$ cat src/rtl/sd_crc_pkg.sv
// Purpose: shared types, default polynomials and the serial CRC step for the SD CRC engine.
// Latency: combinational helpers only, no state.
// Backpressure: none; bit pacing is set by the users of crc_step.
//
// Contents:
//   CRC16_POLY_DEFAULT / CRC7_POLY_DEFAULT  polynomials without the top x^n term
//   dat_state_e / cmd_state_e               data and CMD sequencer states
//   crc_step(width, crc, din, poly)         one MSB-first serial CRC update, width <= 16
package sd_crc_pkg;

  localparam logic [15:0] CRC16_POLY_DEFAULT = 16'h1021;
  localparam logic [6:0]  CRC7_POLY_DEFAULT  = 7'h09;
  localparam int unsigned CRC16_W            = 16;
  localparam int unsigned CRC7_W             = 7;

  typedef enum logic [1:0] {
    D_IDLE  = 2'd0,
    D_EMIT  = 2'd1,
    D_END   = 2'd2,
    D_CHECK = 2'd3
  } dat_state_e;

  typedef enum logic [1:0] {
    C_IDLE = 2'd0,
    C_EMIT = 2'd1,
    C_END  = 2'd2
  } cmd_state_e;

  // Narrow CRCs live right-aligned in the 16-bit container; the mask keeps
  // the shifted-out top bit from leaking above the register width.
  function automatic logic [15:0] crc_step(input int unsigned width,
                                           input logic [15:0]  crc,
                                           input logic         din,
                                           input logic [15:0]  poly);
    logic [15:0] msb_mask;
    logic [15:0] mask;
    logic        fb;
    msb_mask = 16'h0001 << (width - 1);
    mask     = msb_mask | (msb_mask - 16'h0001);
    fb       = din ^ (|(crc & msb_mask));
    return ((crc << 1) ^ (fb ? poly : 16'h0000)) & mask;
  endfunction

endpackage

$ cat src/rtl/sd_crc_lane.sv
// Purpose: one DAT-lane CRC16 register with absorb, zero-fill shift-out and compare.
// Latency: register updates on the clock after a qualified strobe; outputs are flop values.
// Backpressure: none; the parent only raises controls on bit-strobe cycles.
//
// Ports:
//   clk_i, rst_i          clock, async active-high reset
//   clr_i                 synchronous clear of CRC and error flag (highest priority)
//   absorb_i              fold dat_i into the CRC
//   shift_i               shift the CRC left with zero fill (emit or check)
//   cmp_i                 compare dat_i with the outgoing MSB, sticky error on mismatch
//   err_clr_i             clear the sticky error at the start of a check
//   dat_i                 serial lane bit
//   crc_o, err_o          CRC register and sticky mismatch flag
module sd_crc_lane
  import sd_crc_pkg::*;
#(
  parameter logic [15:0] POLY = CRC16_POLY_DEFAULT
) (
  input  logic        clk_i,
  input  logic        rst_i,
  input  logic        clr_i,
  input  logic        absorb_i,
  input  logic        shift_i,
  input  logic        cmp_i,
  input  logic        err_clr_i,
  input  logic        dat_i,
  output logic [15:0] crc_o,
  output logic        err_o
);

  logic [15:0] crc_q, crc_d;
  logic        err_q, err_d;

  always_comb begin
    crc_d = crc_q;
    if (clr_i)         crc_d = 16'h0000;
    else if (absorb_i) crc_d = crc_step(CRC16_W, crc_q, dat_i, POLY);
    else if (shift_i)  crc_d = {crc_q[14:0], 1'b0};
  end

  always_comb begin
    err_d = err_q;
    if (clr_i)          err_d = 1'b0;
    else if (err_clr_i) err_d = 1'b0;
    else if (cmp_i)     err_d = err_q | (dat_i ^ crc_q[15]);
  end

  always_ff @(posedge clk_i or posedge rst_i) begin
    if (rst_i) begin
      crc_q <= 16'h0000;
      err_q <= 1'b0;
    end else begin
      crc_q <= crc_d;
      err_q <= err_d;
    end
  end

  assign crc_o = crc_q;
  assign err_o = err_q;

endmodule

$ cat src/rtl/sd_crc_engine.sv
// Purpose: SD-bus CRC unit: per-lane CRC16 plus CMD CRC7, with emit and check sequencing.
// Latency: oe rises 1 clk after an emit request; chk_done pulses 1 clk after the last checked bit.
// Backpressure: none; requests and absorb enables are ignored while the owning FSM is busy.
//
// Ports:
//   clk_i, rst_i, clken_i, clr_i           clock, async reset, bit strobe, sync clear
//   dat_i/dat_en_i/dat_emit_i/dat_check_i  DAT lane bits, absorb enable, emit and check requests
//   dat_o/dat_oe_o/dat_busy_o              emitted DAT bits, drive enable, data FSM busy
//   dat_err_o/dat_chk_done_o               sticky per-lane mismatch, end-of-check pulse
//   cmd_i/cmd_en_i/cmd_emit_i              CMD bit, absorb enable, emit request
//   cmd_o/cmd_oe_o/cmd_busy_o              emitted CMD bit, drive enable, CMD FSM busy
//   crc16_o/crc7_o                         raw CRC registers, lane l at [16l+15:16l]
module sd_crc_engine
  import sd_crc_pkg::*;
#(
  parameter int unsigned LANES      = 4,  // 1, 4 or 8
  parameter logic [15:0] CRC16_POLY = CRC16_POLY_DEFAULT,
  parameter logic [6:0]  CRC7_POLY  = CRC7_POLY_DEFAULT
) (
  input  logic                  clk_i,
  input  logic                  rst_i,
  input  logic                  clken_i,
  input  logic                  clr_i,
  input  logic [LANES-1:0]      dat_i,
  input  logic                  dat_en_i,
  input  logic                  dat_emit_i,
  input  logic                  dat_check_i,
  output logic [LANES-1:0]      dat_o,
  output logic                  dat_oe_o,
  output logic                  dat_busy_o,
  output logic [LANES-1:0]      dat_err_o,
  output logic                  dat_chk_done_o,
  input  logic                  cmd_i,
  input  logic                  cmd_en_i,
  input  logic                  cmd_emit_i,
  output logic                  cmd_o,
  output logic                  cmd_oe_o,
  output logic                  cmd_busy_o,
  output logic [16*LANES-1:0]   crc16_o,
  output logic [6:0]            crc7_o
);

  // ---------------- data path state ----------------
  dat_state_e       dat_state_q, dat_state_d;
  logic [3:0]       dat_cnt_q, dat_cnt_d;
  logic             chk_done_q, chk_done_d;

  logic             lane_absorb, lane_shift, lane_cmp, lane_err_clr;
  logic [LANES-1:0] lane_msb;

  // ---------------- CMD path state ----------------
  cmd_state_e       cmd_state_q, cmd_state_d;
  logic [2:0]       cmd_cnt_q, cmd_cnt_d;
  logic [6:0]       crc7_q, crc7_d;
  logic             cmd_absorb, cmd_shift;

  // ---------------- lanes ----------------
  for (genvar l = 0; l < LANES; l++) begin : g_lane
    sd_crc_lane #(.POLY(CRC16_POLY)) u_lane (
      .clk_i     (clk_i),
      .rst_i     (rst_i),
      .clr_i     (clr_i),
      .absorb_i  (lane_absorb),
      .shift_i   (lane_shift),
      .cmp_i     (lane_cmp),
      .err_clr_i (lane_err_clr),
      .dat_i     (dat_i[l]),
      .crc_o     (crc16_o[16*l +: 16]),
      .err_o     (dat_err_o[l])
    );
    assign lane_msb[l] = crc16_o[16*l + 15];
  end

  // ---------------- data FSM: state register ----------------
  always_ff @(posedge clk_i or posedge rst_i) begin
    if (rst_i) begin
      dat_state_q <= D_IDLE;
      dat_cnt_q   <= 4'd0;
      chk_done_q  <= 1'b0;
    end else begin
      dat_state_q <= dat_state_d;
      dat_cnt_q   <= dat_cnt_d;
      chk_done_q  <= chk_done_d;
    end
  end

  // ---------------- data FSM: next state ----------------
  // Requests are sampled every clk; only bit movement waits for clken_i.
  always_comb begin
    dat_state_d = dat_state_q;
    dat_cnt_d   = dat_cnt_q;
    chk_done_d  = 1'b0;
    if (clr_i) begin
      dat_state_d = D_IDLE;
      dat_cnt_d   = 4'd0;
    end else begin
      unique case (dat_state_q)
        D_IDLE: begin
          if (dat_emit_i) begin
            dat_state_d = D_EMIT;
            dat_cnt_d   = 4'd15;
          end else if (dat_check_i) begin
            dat_state_d = D_CHECK;
            dat_cnt_d   = 4'd15;
          end
        end
        D_EMIT: begin
          if (clken_i) begin
            if (dat_cnt_q == 4'd0) dat_state_d = D_END;
            else                   dat_cnt_d   = dat_cnt_q - 4'd1;
          end
        end
        D_END: begin
          if (clken_i) dat_state_d = D_IDLE;
        end
        D_CHECK: begin
          if (clken_i) begin
            if (dat_cnt_q == 4'd0) begin
              dat_state_d = D_IDLE;
              chk_done_d  = 1'b1;
            end else begin
              dat_cnt_d = dat_cnt_q - 4'd1;
            end
          end
        end
        default: dat_state_d = D_IDLE;
      endcase
    end
  end

  // ---------------- data FSM: outputs ----------------
  always_comb begin
    dat_oe_o    = 1'b0;
    dat_o       = '0;
    lane_absorb = 1'b0;
    lane_shift  = 1'b0;
    lane_cmp    = 1'b0;
    unique case (dat_state_q)
      D_IDLE:  lane_absorb = dat_en_i & clken_i;
      D_EMIT: begin
        dat_oe_o   = 1'b1;
        dat_o      = lane_msb;
        lane_shift = clken_i;
      end
      D_END: begin
        dat_oe_o = 1'b1;
        dat_o    = '1;
      end
      D_CHECK: begin
        lane_shift = clken_i;
        lane_cmp   = clken_i;
      end
      default: ;
    endcase
  end

  // Errors restart only when a check actually begins (emit wins a tie).
  assign lane_err_clr   = (dat_state_q == D_IDLE) & ~dat_emit_i & dat_check_i;
  assign dat_busy_o     = (dat_state_q != D_IDLE);
  assign dat_chk_done_o = chk_done_q;

  // ---------------- CMD FSM: state register ----------------
  always_ff @(posedge clk_i or posedge rst_i) begin
    if (rst_i) begin
      cmd_state_q <= C_IDLE;
      cmd_cnt_q   <= 3'd0;
      crc7_q      <= 7'd0;
    end else begin
      cmd_state_q <= cmd_state_d;
      cmd_cnt_q   <= cmd_cnt_d;
      crc7_q      <= crc7_d;
    end
  end

  // ---------------- CMD FSM: next state ----------------
  always_comb begin
    cmd_state_d = cmd_state_q;
    cmd_cnt_d   = cmd_cnt_q;
    if (clr_i) begin
      cmd_state_d = C_IDLE;
      cmd_cnt_d   = 3'd0;
    end else begin
      unique case (cmd_state_q)
        C_IDLE: begin
          if (cmd_emit_i) begin
            cmd_state_d = C_EMIT;
            cmd_cnt_d   = 3'd6;
          end
        end
        C_EMIT: begin
          if (clken_i) begin
            if (cmd_cnt_q == 3'd0) cmd_state_d = C_END;
            else                   cmd_cnt_d   = cmd_cnt_q - 3'd1;
          end
        end
        C_END: begin
          if (clken_i) cmd_state_d = C_IDLE;
        end
        default: cmd_state_d = C_IDLE;
      endcase
    end
  end

  // ---------------- CMD FSM: outputs ----------------
  always_comb begin
    cmd_oe_o   = 1'b0;
    cmd_o      = 1'b0;
    cmd_absorb = 1'b0;
    cmd_shift  = 1'b0;
    unique case (cmd_state_q)
      C_IDLE: cmd_absorb = cmd_en_i & clken_i;
      C_EMIT: begin
        cmd_oe_o  = 1'b1;
        cmd_o     = crc7_q[6];
        cmd_shift = clken_i;
      end
      C_END: begin
        cmd_oe_o = 1'b1;
        cmd_o    = 1'b1;
      end
      default: ;
    endcase
  end

  always_comb begin
    crc7_d = crc7_q;
    if (clr_i)           crc7_d = 7'd0;
    else if (cmd_absorb) crc7_d = 7'(crc_step(CRC7_W, {9'd0, crc7_q}, cmd_i, {9'd0, CRC7_POLY}));
    else if (cmd_shift)  crc7_d = {crc7_q[5:0], 1'b0};
  end

  assign cmd_busy_o = (cmd_state_q != C_IDLE);
  assign crc7_o     = crc7_q;

endmodule

$ cat config.mk
export PLATFORM = sky130hd
export DESIGN_NAME = sd_crc_engine
export DESIGN_NICKNAME = d
export VERILOG_FILES = /design/src/rtl/sd_crc_pkg.sv /design/src/rtl/sd_crc_lane.sv /design/src/rtl/sd_crc_engine.sv
export SDC_FILE = /design/constraint.sdc
export NUM_CORES = 1
export LEC_CHECK = 0
export ABC_AREA = 1
export BUFFER_PORTS_ARGS = -buffer_cell sky130_fd_sc_hd__buf_2
export CAP_MARGIN = 5
export CORE_MARGIN = 5
export CORE_UTILIZATION = 55
export CTS_BUF_LIST = sky130_fd_sc_hd__clkbuf_4 sky130_fd_sc_hd__clkbuf_8
export DETAILED_ROUTE_END_ITERATION = 8
export PLACE_DENSITY = 0.83
export SLEW_MARGIN = 15
export SYNTH_ARGS = -nofsm -noshare
export SYNTH_HDL_FRONTEND = slang
export SYNTH_SLANG_ARGS = --single-unit
$ cat constraint.sdc
create_clock -name clk_i -period 4.1 [get_ports clk_i]
set_input_delay 0.615 -clock clk_i [delete_from_list [all_inputs] [get_ports clk_i]]
set_output_delay 0.615 -clock clk_i [all_outputs]
set_load 0.02 [all_outputs]
# Word level (Yosys, flattened, before mapping)
# Cells that the tools add are included.
[totals]
register_bits = 87
in_bits = 14
out_inout_bits = 85
wordCells = 141
[classes]
addsub = 2
n_eq_ne = 18
n_mux = 70
bitwise = 19
reduce_logical = 18
[ops]
columns = ["op", "n"]
rows = [
  ["$mux W16", 12],
  ["$xor A16 B16 Y16", 4],
  ["$mux W13", 4],
  ["$ne A3 B3 Y1 const B", 11],
  ["$mux W2", 12],
  ["$mux W4", 6],
  ["$mux W1", 23],
  ["$mux W7", 3],
  ["$pmux W4 S2", 2],
  ["$reduce_bool A3 Y1", 5],
  ["$mux W3", 4],
  ["$reduce_and A4 Y1", 3],
  ["$pmux W2 S4", 1],
  ["$xor A7 B4 Y7", 1],
  ["$eq A2 B2 Y1 const B", 3],
  ["$pmux W2 S3", 1],
  ["$pmux W3 S2", 1],
  ["$reduce_and A6 Y1", 1],
  ["$reduce_or A2 Y1", 3],
  ["$xor A1 B1 Y1", 5],
  ["$and A1 B1 Y1", 4],
  ["$eq A2 B1 Y1 const B", 2],
  ["$logic_not A2 Y1", 2],
  ["$logic_not A4 Y1", 1],
  ["9 further kinds", 13],
]

# Depth between registers and ports, before layout
# Gate-level depths: netlist of the first run.
[logic_depth]
depth_word = 6
mapped_depth = 10
mapped_depth_nobuf = 10

# By module
# From an unflattened synthesis of the first run, not the netlist that was laid out.
[unflattened]
hier_cells = 483
area_unflattened_um2 = 4463.0
[modules_own_cells]
columns = ["module", "n_inst", "cells_per_inst", "area_each_um2", "seq_area_each_um2"]
rows = [
  ["sd_crc_lane", 4, 76, 785.8, 425.4],
  ["sd_crc_engine", 1, 179, 1320.0, 475.5],
]

# Worst setup path before layout of the first run
# No wires, ideal clock.
[synth_timing]
path_type = "reg2out"
start = "reg dat_state_q[0]"
end = "out dat_o[0]"
arrival_ps = 1311
required_time_ps = 3485
path_slack_ps = 2174
stages_incl_launch_ff = 5
path_cell_list = "dfrtp_1 inv_1 ha_1 inv_1 a21oi_1"
[synth_between]
elab_chain_len = 2
elab_cells_between_ends = 3
[synth_lines]
columns = ["item", "line_no", "text"]
rows = [
  ["start, declared", "sd_crc_engine.sv:44", "dat_state_e dat_state_q, dat_state_d;"],
  ["start signal, assigned", "sd_crc_engine.sv:81", "dat_state_q <= dat_state_d;"],
  ["$eq A2 B2 Y1 or $eq A2 B1 Y1 (tied branches)", "sd_crc_engine.sv:138", "unique case (dat_state_q)"],
  ["$pmux W4 S2 (*)", "sd_crc_engine.sv:138", ""],
  ["end, declared", "sd_crc_engine.sv:28", "output logic [LANES-1:0] dat_o,"],
]
# Mark *: on every way between the ends. The rest lies on a longest branch, timed or not.

# Worst setup path after layout of the first run
[layout_timing]
start = "reg dat_state_q[1]"
end = "reg g_lane[1].u_lane.crc_q[5]"
[layout_between]
elab_chain_len = 4
elab_cells_between_ends = 9
[layout_lines]
columns = ["item", "line_no", "text"]
rows = [
  ["$eq A2 B2 Y1, or another cell as far along", "sd_crc_engine.sv:138", ""],
  ["$reduce_or A2 Y1 (no source line) or $mux W1 (tied branches)", "-", ""],
  ["$mux W1 or $mux W16 (tied branches)", "sd_crc_engine.sv:138, sd_crc_lane.sv:37", ""],
  ["$reduce_bool A3 Y1 (no source line) or $mux W16 (tied branches)", "-", ""],
  ["end signal, assigned", "sd_crc_lane.sv:53", "crc_q <= crc_d;"],
  ["end, declared", "sd_crc_lane.sv:31", "logic [15:0] crc_q, crc_d;"],
]
# Several ways; a longest one is shown, not always the timed one.
# A chain may end at the register's enable or synchronous reset.

==> results.md, run 1 <==
Clock network:
- The CTS sink count is 87.
- The longest clock path from root to sink contains 2 buffers.
- The level count of the clock H-tree is 3.
- In this run the clock root is driven by a sky130_fd_sc_hd__clkbuf_8.
- After clock tree synthesis, the clock-pin slew on the worst setup and hold paths is 90 ps.
- Once the clock tree was built, the resizer swapped 0 gates to a different size.
- The clock insertion delay at the later pin of the skew report is about 360 ps.
- Clock tree synthesis inserted a total of 9 buffers.
- The count of buffers added by post-CTS timing repair for setup is 0.
- Hold repair after CTS inserted 0 buffers.
- TritonCTS built the clock tree.

Power and ir drop:
- IR analysis of the VDD net gives a maximum drop of 0.2634 mV.
- In this run the static leakage power is ~2.6 nW.
- The power per unit of standard cell area is between 500 and 600 nW/um2.

Setup path:
- The end of the worst register-to-register path is g_lane[1].u_lane.crc_o[5]$_DFFE_PP0P_.
- The kind of critical path is flip-flop to flip-flop.
- Traced cell by cell, the critical path runs through inv_1 -> ha_1 -> inv_2 -> nand2_4 -> nand2_2 -> nand3_4 -> nand2_4 -> inv_2 -> nand2_1 -> nand2_1.
- The sort of element at the start of the critical path is a flip-flop.
- The biggest fanout along the worst timing path is 53.
- The origin of the worst setup path is dat_state_q[1]$_DFFE_PP0P_.
- The critical path data arrival time is between 2000 and 3000 ps.
- On the critical path, the stage with the largest delay is an instance of sky130_fd_sc_hd__nand2_4.
- The launch instance of the worst register-to-register path is dat_state_q[1]$_DFFE_PP0P_.
- The setup slack on the worst flop-to-flop path is about 1400 ps.
- In this run the worst setup path terminates at g_lane[1].u_lane.crc_o[5]$_DFFE_PP0P_.
- The data required time at the worst endpoint is 4350 ps.
- The largest single stage delay on the critical path is about 800 ps.
- The number of cells on the worst reg-to-reg path is 10.
- STA classifies the critical path endpoint as a flip-flop.

STA:
- The worst path uses about two thirds of the clock period.
- Setup repair after global routing left no endpoint under its margin.
- On the final layout, the worst clock skew is a little under 9 ps.
- The final-report hold violation count is 0.
- Setup violations remaining at the end of the flow were counted as 0.
- For the pin with the worst max-slew slack, the measured transition is 846.9 ps.
- The count of final max-slew check failures came to 0.
- For this run, the top clock speed supported by timing is 367.8 MHz.
- The worst hold slack after final layout is between 300 and 400 ps.
- The worst slew slack as a fraction of its limit is a little over two fifths.
- The smallest clock period supported by the final layout is computed as ~2700 ps.
- The total negative slack for setup checks is 0 ps.

Synthesis:
- The summed instance area of the synthesized netlist is approximately 4300 um2.
- The number of synthesized register bits is slightly below 90.
- After synthesis, the share of cell area in mux cells is 0%.
- Of the total synthesized cell area, the portion taken by AND, OR, NAND and NOR gates is approximately 14%.
- The net count after synthesis is between 400 and 500.
- After synthesis, the largest family of logic cells by area is compound AO/OA/AOI/OAI gates.
- The total of warnings raised by yosys is 0.
- The fraction of synthesized cell area in xor and xnor cells is 1.211%.
- The count of mapped cells out of synthesis is ~450.
- The share of the Yosys chip area taken by registers is 50.16%.
- Counting distinct cell types in the post-synthesis netlist gives 27.
- Summing the areas of all compound-gate instances in the mapped netlist gives about a fifth of the synthesized area.
- The adder-cell share of the synthesized area is between 3 and 4%.
- The per-instance average area after synthesis is a little under 10 um2.

Die:
- The region available for standard cell placement spans 7687 um2.
- Measured along the x axis, the die boundary spans approximately 99 um.
- During I/O placement, the number of pins put on the boundary was 99.
- From bottom edge to top edge, the die measures 98.84 um.
- The die area is ~9800 um2.
- The starting utilization of the core area is 56.46%.
- The count of standard-cell rows is 32.

Global route:
- The total overflow left after global routing is 0.
- For this run, the total global-route usage over all layers was measured as 20.98%.
- Entering global routing, the biggest net connects 64 pins.
- The initial antenna violation count is 0.
- The first global-routing pass estimated around 17000 um of wire.
- The via count of the first global-routing pass is 3510.

Final layout:
- The final net count is 570.
- The diode insertion count for antenna repair is 0.
- The most common library cell in the layout ignoring fill and taps is sky130_fd_sc_hd__buf_2.
- The fraction of final layout cells with drive strength greater than 1 is between 30% and 40%.
- The top cell types in the final layout, fill and taps aside, are 98 x sky130_fd_sc_hd__buf_2, 95 x sky130_fd_sc_hd__nand2_1, 92 x sky130_fd_sc_hd__inv_1, 87 x sky130_fd_sc_hd__dfrtp_1, 48 x sky130_fd_sc_hd__o22ai_2.
- The area growth from synthesis to layout is 16.60%.

Job:
- The count of maximum capacitance violations is 0.

Placement:
- The count of buffers inserted at the top-level ports is 98.
- Once detailed placement completed, the half-perimeter wirelength came to just over 7000 um.
- The global placer's final weighted congestion is 0.8331.

Route:
- The final route contains about 3400 vias.
- The number of DRC markers in iteration 0 is between 150 and 200.
- After detailed routing, the total wire length is 9932 um.
- In the routed layout, each cell is associated on average with a via count of roughly 5.2.
- In the routed design, unresolved DRC markers number 0.
- The detail-routed net length per standard cell is roughly 15 um.
- The count of nets left with antenna violations once routing finished came out at 0.
- For this run, the detailed router's first-pass iteration total came to 6.

Hold path:
- The worst min-delay path category is input pin to async pin.

Run status:
- The flow ran to the end, and the final reports show no timing, DRC or antenna violations.
## where the power goes
group | switching, mW | total [mW] | internal, mW
Combinational | 0.591 | 0.850 | 0.259
Clock | 0.310 | 0.721 | 0.411
Sequential | 0.0637 | 1.01 | 0.943
Total | 0.965 | 2.58 | 1.61
## per-layer routing
metal | GRT usage (%) | vias to the layer above | wire [um]
li1 | - | 1621 | -
met1 | 27.00 | 1642 | 4068
met2 | 34.19 | 132 | 4951
met3 | 4.671 | 15 | 757
met4 | 8.929 | 0 | 155
met5 | 0 | - | 0
## Yosys cell counts
library cell               instances  share of area [%]
sky130_fd_sc_hd__dfrtp_1          87                 50
sky130_fd_sc_hd__nand3_2           1               0.23
sky130_fd_sc_hd__nor2_1           13                1.1
sky130_fd_sc_hd__inv_4             1               0.14
sky130_fd_sc_hd__a21oi_1          14                1.6
sky130_fd_sc_hd__buf_2             1               0.12
sky130_fd_sc_hd__inv_2             4               0.35
sky130_fd_sc_hd__ha_1             12                3.5
sky130_fd_sc_hd__clkbuf_1          1              0.086
sky130_fd_sc_hd__nand3_1          25                2.9
sky130_fd_sc_hd__a211oi_1          1               0.17
sky130_fd_sc_hd__o21ai_2           2               0.40
sky130_fd_sc_hd__xor2_1            5                1.0
sky130_fd_sc_hd__nand3_4           1               0.40
sky130_fd_sc_hd__nand2_1          95                8.2
sky130_fd_sc_hd__buf_6             5                1.3
sky130_fd_sc_hd__o22ai_1           8                1.2
sky130_fd_sc_hd__nand2_4           2               0.52
sky130_fd_sc_hd__buf_4            12                2.1
sky130_fd_sc_hd__nor3_1            1               0.12
sky130_fd_sc_hd__inv_1            93                8.0
sky130_fd_sc_hd__nand3b_1          2               0.35
sky130_fd_sc_hd__o21ai_0          14                1.6
sky130_fd_sc_hd__nor2_2            2               0.29
sky130_fd_sc_hd__nand2_2           1               0.14
sky130_fd_sc_hd__o22ai_2          48                 14
sky130_fd_sc_hd__xnor2_1           1               0.20
## logic make-up after synthesis
family | Yosys count
adders and majority gates | 12
AOI/OAI and AO/OA | 87
xor gates and xnor gates | 6
DFF | 87
buffers and inverters | 117
and+or+nand+nor | 143
## final cells by class
type,instances,area [um2]
fill,639,2626
inverter,98,372.9
tap,102,127.6
clock inverter,6,108.9
timing repair buffer,100,505.5
sequential,87,2177
multi-input combinational,248,1638
clock buffer,10,131.4
## metrics by stage
stage               setup slack [ps]  power, mW  utilization (%)  area (um2)  cells
global route                    1157      2.733            65.84        5061    651
detailed placement              1287      1.869            62.70        4820    635
floorplan                       1235      1.672                -        4340    452
CTS                             1376      2.589            65.82        5060    651
global placement                1374      1.833            62.70        4820    635
finish                          1381      2.578            65.84        5061    651
## critical path: cells and delay by family (launching register included)
family	cells	cell delay, ps
and+or+nand+nor	6	1510
DFF	1	400
buffers and inverters	3	400
adders and majority gates	1	280
## worst min-delay path by stage
stage                             startpoint                       end  cells after the start
floorplan           cmd_cnt_q[0]$_DFFE_PP0P_  cmd_cnt_q[0]$_DFFE_PP0P_                      2
global placement    cmd_cnt_q[2]$_DFFE_PP0P_  cmd_cnt_q[2]$_DFFE_PP0P_                      2
detailed placement  cmd_cnt_q[2]$_DFFE_PP0P_  cmd_cnt_q[2]$_DFFE_PP0P_                      2
CTS                 cmd_cnt_q[2]$_DFFE_PP0P_  cmd_cnt_q[2]$_DFFE_PP0P_                      2
global route                           rst_i     crc7_o[4]$_DFFE_PP0P_                      2
finish                                 rst_i     crc7_o[4]$_DFFE_PP0P_                      2
## sequential cells by signal, summed over array words and instances, names as in the netlist
name / flops
dat_cnt_q: 4
g_lane.u_lane.err_o: 4
dat_state_q: 2
cmd_state_q: 2
dat_chk_done_o: 1
cmd_cnt_q: 3
crc7_o: 7
g_lane.u_lane.crc_o: 64
(Power assumes the default switching activity.)
==> inputs of run 2 (changes only) <==
- ABC_AREA: 1 -> 0
- clock period: 4.1 -> 2.7 ns (I/O delays scaled with it)
==> run 2 against run 1 <==
  * Via count down 3.5%
  * Largest power group unchanged
  * Sequential share of layout area grew 0.98 points
  * Largest cell class unchanged
  * Setup slack worse by 740 ps
  * Critical path depth decreased by 5
  * Global-route usage down 0.81 points
==> results.md, run 2 <==
Setup path:
- For this design, the slowest cell found on the critical path is sky130_fd_sc_hd__dfrtp_1.
- Of all nets on the critical path, the largest fanout is 9.
- The critical path goes through inv_1 -> ha_1 -> a21oi_1 -> nor2b_1 -> buf_2.
- For this run, the slowest stage of the critical path takes approximately 420 ps.
- At the worst endpoint, the arrival time is 1660 ps.
- The type of element capturing the critical path is an output pin.
- STA classifies the critical path startpoint as a flip-flop.
- For the worst setup path, the data required time is about 2300 ps.
- The kind of critical path is flip-flop to output pin.

STA:
- The final-report hold violation count is 0.
- Setup violations remaining at the end of the flow were counted as 0.
- For the pin with the worst max-slew slack, the measured transition is 711.3 ps.
- The count of final max-slew check failures is 0.
- After layout, the minimum clock period comes to about 2100 ps.
- The maximum achievable frequency is 484.9 MHz.
- The total negative slack for setup checks is 0 ps.
- The worst hold slack after final layout is 395.4 ps.
- The worst slew slack as a fraction of its limit is around 53%.
- Setup repair after global routing left no endpoint under its margin.
- The post-route clock skew is 8.387 ps.
- In the finished design, the share of the clock period the worst path needs comes to between 70% and 80%.

Clock network:
- Buffers inserted during clock tree synthesis total 9.
- For the worst-skew pair, the clock arrives at the later sink with an insertion delay of between 300 and 400 ps.
- The clock net in this run drives a total of 87 sinks.
- The clock tree from TritonCTS is done.
- The tree is rooted in a sky130_fd_sc_hd__clkbuf_8.
- Clock-pin slew was measured on the worst setup and hold paths at roughly 80 ps.
- The number of hold buffers added after CTS was 1.
- No sink is reached through more buffers than the 2 on the longest clock path.
- Once the clock tree was built, the setup fixing pass inserted 0 buffers.
- The post-cts sizing count is 0.
- The level count of the clock H-tree is 3.

Synthesis:
- The top flip-flop cell by instance count after synthesis is sky130_fd_sc_hd__dfrtp_1.
- The synthesized design contains 0 enable-type register cells.
- For this run, the number of Yosys warnings is 0.
- The synthesized design contains 87 register bits.
- By area the synthesized netlist is led by sky130_fd_sc_hd__dfrtp_1 51%, sky130_fd_sc_hd__nand2b_1 8.3%, sky130_fd_sc_hd__o21ai_0 6.1%.
- In the synthesized netlist, the cells that appear most often are 87 x sky130_fd_sc_hd__dfrtp_1, 69 x sky130_fd_sc_hd__nand2_1, 56 x sky130_fd_sc_hd__nand2b_1.
- Summed over its instances, the top area cell type makes up between 50% and 60% of the synthesized netlist area.
- The number of different library cells used by synthesis comes to slightly above 40.
- Summing every instance area after synthesis gives approximately 4200 um2.
- The per-instance average area after synthesis is between 9 and 10 um2.
- The most common cell in the synthesized netlist is sky130_fd_sc_hd__dfrtp_1.
- The biggest area contributor in the post-synthesis netlist is sky130_fd_sc_hd__dfrtp_1.
- The count of mapped cells out of synthesis is around 440.
- For this run, asynchronously set or reset flops after synthesis account for between 90% and 100%.
- The net count after synthesis is around 470.
- The sequential element share of the synthesized area is between 50% and 60%.

Route:
- The number of DRC markers in iteration 0 is about 150.
- The detail-routed net length per standard cell is 14.86 um.
- The met2 wirelength from detailed routing is 4416 um.
- The highest routing layer actually used is met5.
- After detailed routing, the wire length on met1 is ~4300 um.
- The number of routed nets with antenna violations is 0.
- After detailed routing, the total wire length is 9436 um.
- The post-route DRC violation count is 0.
- The detailed router placed 3292 vias in this run.
- The detailed-route vias per instance is between 5 and 6.
- The routed length on met3 is around 600 um.
- The first detailed-routing pass took 4 iterations.

Placement:
- The global placer's final weighted congestion is about 0.84.
- Detailed placement ended at an HPWL of between 6000 and 7000 um.
- The post-detailed-placement cell area is 4732 um2.
- The count of buffers inserted at the top-level ports is 98.

Final layout:
- The top cell types in the final layout, fill and taps aside, are 98 x sky130_fd_sc_hd__buf_2, 87 x sky130_fd_sc_hd__dfrtp_1, 69 x sky130_fd_sc_hd__nand2_1, 56 x sky130_fd_sc_hd__nand2b_1, 52 x sky130_fd_sc_hd__o21ai_0.
- The fraction of final layout cells with drive strength greater than 1 is 23.08%.
- Cells fill about 65% of the core in the end.
- The register with the most flip-flops in the layout has 64 of them.
- The post-route cell area is 4949 um2.
- The library cell used most frequently in the layout, excluding fill and tap cells, is sky130_fd_sc_hd__buf_2.
- The area growth from synthesis to layout is 16.84%.
- The number of antenna diodes in the final layout is 0.
- After the last flow step, the layout net total stands at around 550.

Hold path:
- The worst hold path belongs to the class input pin to flip-flop.

Job:
- The count of maximum capacitance violations is 0.

Global route:
- The total congestion overflow after global routing is 0.
- Entering global routing, the biggest net connects roughly 80 pins.
- The first-pass GRT wire length is 15730 um.
- The initial antenna violation count was 1.
- Global routing used about a fifth of the available tracks across all layers.
- The via count of the first global-routing pass was approximately 3200.

Die:
- After floorplanning, the core was divided into 32 placement rows.
- The die covers around 9600 um2.
- The area of the core region is roughly 7600 um2.
- The horizontal die dimension is 97.75 um.
- Once the floorplan was initialized, standard cells occupied 55.67% of the core.
- The floorplan die height is slightly below 100 um.
- just under 100 I/O pins were placed.

Power and ir drop:
- Across the VDD grid, the largest voltage drop is 0.5363 mV.
- The power per unit of standard cell area is between 700 and 800 nW/um2.
- The post-route total power is around 3.8 mW.
- The static leakage is 2.473 nW.

Run status:
- The run finished with clean final reports.
## run 2: cell types whose count changed after synthesis, moves of 9 or more
cell                       change
sky130_fd_sc_hd__inv_1        -75
sky130_fd_sc_hd__mux2i_1       +9
sky130_fd_sc_hd__nand2_1      -26
sky130_fd_sc_hd__nand2b_1     +56
sky130_fd_sc_hd__nand3_1      -23
sky130_fd_sc_hd__nor2_1       +15
sky130_fd_sc_hd__o21ai_0      +38
sky130_fd_sc_hd__o21ai_1      +15
sky130_fd_sc_hd__o22ai_2      -48
sky130_fd_sc_hd__xnor2_1      +11
## run 2: area by class of cell
cell class,count,area [um2]
fill,628,2659
sequential,87,2177
multi-input combinational,309,1813
timing repair buffer,103,555.5
clock buffer,10,137.6
tap,102,127.6
clock inverter,6,68.82
inverter,18,68.82
## run 2: through the flow
step	setup WS (ps)	instances
final	637.7	635
after global routing	496.3	635
after CTS	620.3	635
after detailed placement	686.3	618
after global placement	803.9	618
after floorplan	44.80	443
## run 2: report_power, final
part | total (mW) | internal, mW | switching, mW
clock network | 0.944 | 0.460 | 0.484
logic | 1.32 | 0.498 | 0.823
registers | 1.52 | 1.42 | 0.106
total | 3.79 | 2.37 | 1.41
## run 2: worst paths after layout
check                                                 startpoint                                     end  slack [ps]  cells after the start
setup / recovery                      dat_state_q[1]$_DFFE_PP0P_                                dat_o[1]         640                      5
hold / removal                                        dat_emit_i              dat_state_q[1]$_DFFE_PP0P_         400                      3
setup reg to reg                      dat_state_q[0]$_DFFE_PP0P_  g_lane[0].u_lane.crc_o[13]$_DFFE_PP0P_         660                      6
hold reg to reg            g_lane[3].u_lane.crc_o[8]$_DFFE_PP0P_   g_lane[3].u_lane.crc_o[8]$_DFFE_PP0P_         510                      2
max in group asynchronous                                  rst_i  g_lane[0].u_lane.crc_o[11]$_DFFE_PP0P_        1500                      4
min in group asynchronous                                  rst_i   g_lane[3].u_lane.crc_o[7]$_DFFE_PP0P_         540                      3
## run 2: kinds of logic after synthesis
kind of cell	share of synthesized area [%]
muxes	2.127
xor gates and xnor gates	2.895
DFF	51.40
adders and majority gates	3.545
buffers and inverters	5.790
and+or+nand+nor	20.92
AOI/OAI and AO/OA	13.32
## run 2: per-layer routing
layer / vias to the layer above / global-route usage, %
met5: - / 0
met4: 2 / 6.709
met3: 10 / 5.357
met2: 89 / 29.47
met1: 1577 / 29.43
li1: 1614 / -
## run 2: worst max-delay path: cells and delay by family (launching register included)
family / cells / cell delay, ps
fa+ha+maj: 1 / 340
flops: 1 / 420
simple gates: 1 / 130
compound gates: 1 / 140
buf+inv: 2 / 280
==> inputs of run 3 (changes only) <==
- ABC_AREA: 0 -> 1
- clock period: 2.7 -> 2.1 ns (I/O delays scaled with it)
==> run 3 against run 2 <==
  * Total power rose by 35%
  * Global-route usage rose by 1.4 points
  * Setup slack got worse by 540 ps
  * Clock skew rose by 2.1 ps
  * Register-to-register slack got worse by 470 ps
  * Critical endpoint is now dat_o[2]
  * Highest routed layer is now met4
==> results.md, run 3 (synthesized netlist as in run 1, its figures left out) <==
Run status:
- The flow ran to the end, and the final reports show no timing, DRC or antenna violations.

Clock network:
- The buffer levels on the longest clock path is 2.
- Hold repair after CTS inserted 0 buffers.
- The clock insertion delay at the later pin of the skew report is approximately 350 ps.
- The root buffer cell chosen for the clock tree is sky130_fd_sc_hd__clkbuf_8.
- In this run the number of H-tree levels came out at 3.
- The clock transition at the registers of the reported paths is about 90 ps.
- In this run, CTS created clock tree buffers numbering 9.
- The clock tree from TritonCTS is done.
- The tree built by TritonCTS fans out to 87 sinks.

Setup path:
- The startpoint identified for the worst register-to-register timing path is dat_state_q[0]$_DFFE_PP0P_.
- The cell seen most often among critical-path stages is sky130_fd_sc_hd__inv_1.
- The delay of the slowest critical-path stage is a little over 400 ps.
- The kind of critical path is flip-flop to output pin.
- In this design, the largest share of critical-path delay is due to flip-flops.
- STA puts the critical path data arrival time at 1680 ps.
- The signal on the critical path passes through inv_1 -> ha_1 -> inv_1 -> a21oi_1 -> buf_2.
- STA classifies the critical path startpoint as a flip-flop.
- In this run the worst setup path begins at dat_state_q[0]$_DFFE_PP0P_.
- For the worst setup path, the data required time is 1780 ps.
- The worst-path cell with the longest stage delay is sky130_fd_sc_hd__dfrtp_1.
- The worst setup path is captured at an output pin.
- The buffer and inverter count on the worst path is 3.
- In this run the worst path has a maximum fanout of 5.

Placement:
- The post-detailed-placement cell area is between 4000 and 5000 um2.
- In this run, placement finished with an instance count of approximately 640.
- The congestion estimate from routability-driven global placement came to 0.8814.
- The count of buffers inserted at the top-level ports is between 90 and 100.
- The worst-case setup slack after placement is between 200 and 250 ps.
- Detailed placement finished with a half-perimeter wire length of between 7000 and 8000 um.

Die:
- The starting utilization of the core area is between 50% and 60%.
- The die area is between 9000 and 10000 um2.
- The count of boundary I/O pins is ~100.
- From left edge to right edge, the die measures approximately 99 um.
- In this run the core area contains 32 standard-cell rows.
- The floorplan step defined a core boundary enclosing between 7000 and 8000 um2.
- The floorplan step set the die height to between 90 and 100 um.

Route:
- The post-route DRC violation count is 0.
- After detailed routing, the average wire length per cell comes to 15.27 um.
- The pre-antenna-repair detailed-routing pass consisted of 4 iterations.
- Summed over all layers, the routed wires come to around 10000 um.
- After detailed routing, the number of vias per cell comes to just over 5.
- The number of DRC markers in iteration 0 is around 250.
- The via count of the routed design is between 3000 and 4000.
- The number of routed nets with antenna violations is 0.

STA:
- The transition time at the pin with the least slew margin is 596.1 ps.
- The final-report hold violation count is 0.
- The worst hold slack after final layout is between 100 and 150 ps.
- The final setup violation count is 0.
- The maximum achievable frequency is between 500 and 600 MHz.
- Summed over all failing endpoints, the final setup total negative slack is 0 ps.
- The count of final max-slew check failures came to 0.
- The minimum period implied by the final worst setup slack is about 2000 ps.
- The post-route clock skew is about 11 ps.
- Of the available clock period, the critical path in the final layout requires between 90 and 100%.
- The smallest setup slack after layout is 101.4 ps.
- The worst slew slack as a fraction of its limit is 60.26%.

Global route:
- The pin count of the biggest net entering global routing is 48.
- For this run, the total global-route usage over all layers was measured as between 20% and 30%.
- The total overflow left after global routing is 0.
- The via count of the first global-routing pass is around 3600.
- The first global-routing pass estimated about 17000 um of wire.
- The initial antenna violation count is 0.

Power and ir drop:
- Overall power consumption after layout is estimated at ~5.1 mW.
- Power spread over the standard cell area amounts to just under 1000 nW/um2.
- The static leakage is 2.682 nW.
- The worst ir drop on vdd is between 0.4 and 0.5 mV.

Final layout:
- The fraction of final layout cells with drive strength greater than 1 is 33.57%.
- Relative to the synthesized area, the layout overhead comes to 19.00%.
- The final net count is slightly below 600.
- In the layout the commonest cells are 97 x sky130_fd_sc_hd__buf_2, 95 x sky130_fd_sc_hd__nand2_1, 92 x sky130_fd_sc_hd__inv_1, 87 x sky130_fd_sc_hd__dfrtp_1, 48 x sky130_fd_sc_hd__o22ai_2.
- The final design utilization is 67.19%.
- The number of flip-flops in the largest register is 64.
- The final cell count without fillers is between 600 and 700.
- The most common library cell in the layout ignoring fill and taps is sky130_fd_sc_hd__buf_2.
- 0 antenna diodes ended up in the layout.
- The post-route cell area is 5165 um2.

Hold path:
- The worst min-delay path category is input pin to async pin.

Job:
- The count of maximum capacitance violations is 0.
run 3: changes by cell type in the layout (fill, tap and decap cells not counted), moves of 6 or more:
cell	previous run	this run
sky130_fd_sc_hd__inv_1	17	92
sky130_fd_sc_hd__nand2b_1	56	0
sky130_fd_sc_hd__o22ai_2	0	48
sky130_fd_sc_hd__o21ai_0	52	14
sky130_fd_sc_hd__nand2_1	69	95
sky130_fd_sc_hd__nand3_1	2	25
sky130_fd_sc_hd__nor2_1	28	13
sky130_fd_sc_hd__o21ai_1	15	0
sky130_fd_sc_hd__xnor2_1	12	1
sky130_fd_sc_hd__mux2i_1	9	0
sky130_fd_sc_hd__nor2b_1	8	0
sky130_fd_sc_hd__o22ai_1	0	8
sky130_fd_sc_hd__buf_4	2	8
run 3: final timing paths:
| path | end | slack, ps | depth (start not counted) |
|---|---|---|---|
| setup / recovery | dat_o[2] | 100 | 5 |
| hold / removal | crc7_o[0]$_DFFE_PP0P_ | 120 | 3 |
| setup reg to reg | g_lane[3].u_lane.crc_o[15]$_DFFE_PP0P_ | 190 | 9 |
| hold reg to reg | cmd_cnt_q[2]$_DFFE_PP0P_ | 500 | 2 |
| max in group asynchronous | g_lane[0].u_lane.crc_o[12]$_DFFE_PP0P_ | 1530 | 3 |
| min in group clk_i | dat_state_q[1]$_DFFE_PP0P_ | 300 | 4 |
run 3: where the power goes:
group          internal (mW)  total (mW)  switching (mW)
Clock                  0.792        1.41           0.616
Sequential              1.84        1.97           0.125
Combinational          0.569        1.73            1.17
Total                   3.20        5.11            1.91
run 3: metal layers:
layer	global-route usage (%)	vias up	part of all wire (%)
met5	0	-	0
met3	4.317	12	6.0
met4	7.458	0	1.2
met2	36.00	109	49
li1	-	1636	-
met1	28.12	1660	43
run 3: worst reg2reg max path: cells and delay by family, from the launching register on:
kind            cells  cell delay [ps]
buf+inv             3              480
fa+ha+maj           1              260
simple gates        4              510
compound gates      1              110
flops               1              430
run 3: area by class of cell:
type / instances / area, um2
timing repair buffer: 108 / 605.6
sequential: 87 / 2177
clock buffer: 9 / 123.9
fill: 626 / 2522
clock inverter: 7 / 118.9
tap: 102 / 127.6
multi-input combinational: 248 / 1638
inverter: 98 / 374.1
run 3: what timing repair did:
action,in CTS,in global routing
buffers inserted,0,2
setup endpoints to repair,0,5
resized for setup,0,1
